`config.mk`:
```
export PLATFORM = sky130hd
export DESIGN_NAME = bc_mac_seq
export DESIGN_NICKNAME = d
export VERILOG_FILES = /design/src/rtl/bc_mac_seq_pkg.sv /design/src/rtl/bc_mac_seq_col_sum.sv /design/src/rtl/bc_mac_seq.sv
export SDC_FILE = /design/constraint.sdc
export NUM_CORES = 1
export LEC_CHECK = 0
export CORE_AREA = 4 4 127 129
export CTS_CLUSTER_SIZE = 8
export DETAILED_ROUTE_END_ITERATION = 8
export DIE_AREA = 0 0 131 133
export MAX_ROUTING_LAYER = met4
export PLACE_DENSITY = 0.91
export SYNTH_ARGS = -nofsm -noshare
export SYNTH_HDL_FRONTEND = slang
export SYNTH_SLANG_ARGS = --single-unit
```
`constraint.sdc`:
```
create_clock -name clk -period 13.7 [get_ports clk]
set_clock_uncertainty 0.1 [all_clocks]
set_input_delay 2.74 -clock clk [delete_from_list [all_inputs] [get_ports clk]]
set_output_delay 2.74 -clock clk [all_outputs]
set_load 0.1 [all_outputs]
```
`src/rtl/bc_mac_seq_pkg.sv`:
```
// Shared types and default sizing for the bit-serial MAC sequencer.
package bc_mac_seq_pkg;
  localparam int DEF_N     = 6;
  localparam int DEF_DW    = 8;
  localparam int DEF_ACC_W = 24;
  // Column sum must hold N full-scale activations.
  localparam int DEF_CW    = DEF_DW + $clog2(DEF_N);

  typedef enum logic [1:0] {IDLE, RUN, OUT} state_t;
endpackage

```
`src/rtl/bc_mac_seq_col_sum.sv`:
```
// N-input column reducer: per-lane weight-bit gating, 3:2 carry-save chain, final adder.
module mac_csa #(
  parameter int W = 11
) (
  input  logic [W-1:0] a,
  input  logic [W-1:0] b,
  input  logic [W-1:0] c,
  output logic [W-1:0] s,
  output logic [W-1:0] co
);
  logic [W-1:0] maj;
  assign s   = a ^ b ^ c;
  assign maj = (a & b) | (a & c) | (b & c);
  // Top carry bit is dropped: the true column sum always fits in W.
  assign co  = maj << 1;
endmodule

module mac_col_sum #(
  parameter int N  = 6,
  parameter int DW = 8,
  parameter int CW = 11
) (
  input  logic [N-1:0][DW-1:0] act,
  input  logic [N-1:0]         wbit,
  output logic [CW-1:0]        colsum
);
  logic [N-1:0][CW-1:0] col, s, c;

  for (genvar i = 0; i < N; i++) begin : g_gate
    assign col[i] = wbit[i] ? CW'(act[i]) : '0;
  end

  assign s[0] = col[0];
  assign c[0] = '0;
  for (genvar i = 1; i < N; i++) begin : g_csa
    mac_csa #(.W(CW)) u_csa (
      .a (s[i-1]),
      .b (c[i-1]),
      .c (col[i]),
      .s (s[i]),
      .co(c[i])
    );
  end

  assign colsum = s[N-1] + c[N-1];
endmodule

```
`src/rtl/bc_mac_seq.sv`:
```
// Bit-serial MAC sequencer: walks weight bits LSB-first, shift-adding column sums.
// Define BC_MAC_SIGNED_EN for two's-complement weights (MSB column subtracts).
module bc_mac_seq
  import bc_mac_seq_pkg::*;
#(
  parameter int N     = DEF_N,
  parameter int DW    = DEF_DW,
  parameter int ACC_W = DEF_ACC_W
) (
  input  logic              clk,
  input  logic              rst_n,
  input  logic              in_valid,
  output logic              in_ready,
  input  logic [N*DW-1:0]   in_act,
  input  logic [N*DW-1:0]   in_wgt,
  input  logic              in_last,
  output logic              out_valid,
  input  logic              out_ready,
  output logic [ACC_W-1:0]  out_acc,
  output logic              busy
);
  localparam int CW = DW + $clog2(N);
  localparam int BW = (DW > 1) ? $clog2(DW) : 1;
`ifdef BC_MAC_SIGNED_EN
  localparam bit SGN = 1'b1;
`else
  localparam bit SGN = 1'b0;
`endif

  state_t               state;
  logic [BW-1:0]        b;
  logic [N-1:0][DW-1:0] act_q, wgt_q;
  logic                 last_q;
  logic [ACC_W-1:0]     acc;
  logic [N-1:0]         wbit;
  logic [CW-1:0]        colsum;
  logic [ACC_W-1:0]     term;
  logic                 b_top;

  always_comb begin
    wbit = '0;
    for (int i = 0; i < N; i++) wbit[i] = wgt_q[i][b];
  end

  mac_col_sum #(.N(N), .DW(DW), .CW(CW)) u_col (
    .act   (act_q),
    .wbit  (wbit),
    .colsum(colsum)
  );

  assign b_top = (b == BW'(DW - 1));
  assign term  = ACC_W'(colsum) << b;

  always_ff @(posedge clk or negedge rst_n) begin
    if (!rst_n) begin
      state  <= IDLE;
      b      <= '0;
      act_q  <= '0;
      wgt_q  <= '0;
      last_q <= 1'b0;
      acc    <= '0;
    end else begin
      case (state)
        IDLE: if (in_valid) begin
          act_q  <= in_act;
          wgt_q  <= in_wgt;
          last_q <= in_last;
          b      <= '0;
          state  <= RUN;
        end
        RUN: begin
          acc <= (SGN && b_top) ? acc - term : acc + term;
          if (b_top) begin
            b     <= '0;
            state <= last_q ? OUT : IDLE;
          end else begin
            b <= b + 1'b1;
          end
        end
        OUT: if (out_ready) begin
          acc   <= '0;
          state <= IDLE;
        end
        default: state <= IDLE;
      endcase
    end
  end

  assign in_ready  = (state == IDLE);
  assign out_valid = (state == OUT);
  assign busy      = (state != IDLE);
  assign out_acc   = acc;
endmodule

```
==> reports/metrics.cfg <==
[status]
status=finished, final reports clean

[floorplanning]
start_util=0.537
core-area_um2=15000
row_count=45
pin_count=128
dieArea_um2=17400
die_y_um=133
die_w_um=131

[placement]
gp_congestion=0.943
portBuffers=127
hpwl_mm=13.3
place_ws_ns=5.01

[worst_setup_path]
reg2reg_slack_ns=4.96
r2r_end=out_acc[22]
start_kind=flop
crit_path_start=b[0]
cp_max_fo=36
rr_startpoint=b[0]
critPathArrivalTime_ns=8.94
cp-endpoint=out_acc[22]
critPathCaptureType=flop
cp.required_ns=13.90
crit_type=flop to flop
reg2reg_depth=27

[yosys]
synth_flop_cell=dfrtp_1
syn_area_per_cell_um2=11.3
syn-cell-area_um2=8070
synthArstFlopShare=1.00
synth_edf_count=0
yosys_warnings=0
yosysSeqAreaShare=0.391
synth_fp_nets=893
synth.distinct_cells=58
synth_cells=714
synth-seq-cells=126

[routing]
drc=0
antenna_left=0
wl_mm=17.9
dr.pass1.iters=4
first_iter_violations=382
vias_per_cell=5.71
avgRoutedWirePerCell_um=17.3
via_count=5938

[global_routing]
antenna_found_initial=0
grt.total_usage=0.225
grt_pass1_wl_mm=30.0
grt-ovfl-total=0
grt_pass1_vias=6201
grt_max_degree=88

[layout]
drive_gt1_frac=0.198
nNetsFinal=1018
final_cell_mix=126 x dfrtp_1, 126 x clkdlybuf4s50_1, 105 x mux2_2, 65 x nand2_1, 47 x ha_1
area_growth_pct=25.1
diodes=0

[clock_tree]
cts-root-buf=clkbuf_16
clk_pin_slew_ns=0.06
cts_sinks=126
postCtsHoldBufs=0
cts_resized=0
cts_tree=yes
postCtsSetupBuffers=0
cts_buffer_depth=2
htreeDepth=4
numCtsBuffers=17
clock_latency_ns=0.43

[sta]
period_share=0.638
timing.final.crit_period_ns=8.74
drv_slew=0
worst_slew_pin_slew_ns=1.08
finalSetupTns_ns=0
setup_viol=0
max_slew_margin=0.276
hold_viol_final=0
rsz0062_at_grt=no
timing.final.ws_setup_ns=4.96
fmax_mhz=114

[flow_run]
drv_cap=0

[min_path]
hp-class=flop to flop

-- area by class of cell --
cell class	instances	area (um2)
fillers	1045	4930
inverters	47	176
repair buffers	133	1310
clock buffers	19	443
well taps	188	235
flip-flops and latches	126	3150
clock inverters	13	151
multi-input cells	514	4630
-- synthesized netlist by cell type, drive strengths merged, types with 15 or more instances --
master,n,area share
a21oi,24,0.016
buf,15,0.0091
dfrtp,126,0.39
fa,31,0.077
ha,47,0.073
inv,46,0.021
mux2,105,0.15
nand2,65,0.030
nor2,21,0.0098
nor2b,29,0.022
o21ai,37,0.023
-- worst min path at each step --
stage	from	depth (start not counted)	end
4_1_cts	wgt_q[14]	1	wgt_q[14]
5_1_grt	wgt_q[14]	1	wgt_q[14]
2_1_floorplan	act_q[16]	1	act_q[16]
3_3_place_gp	out_acc[23]	1	out_acc[23]
3_5_place_dp	act_q[7]	1	act_q[7]
6_report	act_q[40]	1	act_q[40]
-- state kept, by name (all words and copies together), names as in the netlist --
signal,flops
wgt_q,48
b,3
act_q,48
state,2
out_acc,24
last_q,1
-- metrics by stage --
stage / hold WS [ns] / cells / utilization / cell area [um2]
after global placement: 0.372 / 1008 / 0.632 / 9500
after detailed placement: 0.388 / 1008 / 0.632 / 9500
final: 0.402 / 1040 / 0.672 / 10100
after floorplan: 0.372 / 714 / - / 8070
after CTS: 0.405 / 1040 / 0.672 / 10100
after global routing: 0.418 / 1040 / 0.672 / 10100
-- worst max-delay path, stage by stage (launching register included) --
cell and delay, ns:
dfrtp_1 0.32, buf_4 0.42, mux4_2 0.56, mux2i_1 0.77
nor2b_1 0.13, ha_1 0.34, fa_1 0.51, fa_1 0.51
fa_1 0.54, inv_1 0.05, fa_1 0.53, inv_1 0.04
ha_1 0.21, fa_1 0.42, a211oi_2 0.34, o21ai_2 0.15
o31ai_4 0.22, xor2_2 0.22, mux2i_1 0.15, o21ai_0 0.20
mux2i_1 0.12, ha_1 0.34, and3_1 0.18, nand3_1 0.14
o22ai_1 0.40, a21oi_2 0.17, o311ai_0 0.37, o41ai_1 0.13
-- cell families (layout without fill, tap and decap cells) --
kind of cell | after synthesis | in the layout | share of synthesized area
AO/OA/AOI/OAI | 126 | 126 | 0.109
XOR/XNOR | 20 | 20 | 0.0226
adder cells (fa/ha/maj) | 78 | 78 | 0.150
buffers and inverters | 74 | 212 | 0.0366
flip-flops | 126 | 126 | 0.391
multiplexers | 128 | 128 | 0.194
AND/OR/NAND/NOR | 162 | 162 | 0.0973
-- layer usage --
layer  part of all wire  vias to the layer above  wire [um]  track usage
met5                  0                        -          0            -
met4              0.024                        0        423       0.0777
met3              0.050                       40        903       0.0521
met2               0.50                      176       9000        0.356
met1               0.42                     2931       7620        0.283
li1                   -                     2791          -            -
Power is left out: the tool's default activity adds up to more than one toggle a clock period on the data nets, which glitch-free logic cannot reach.
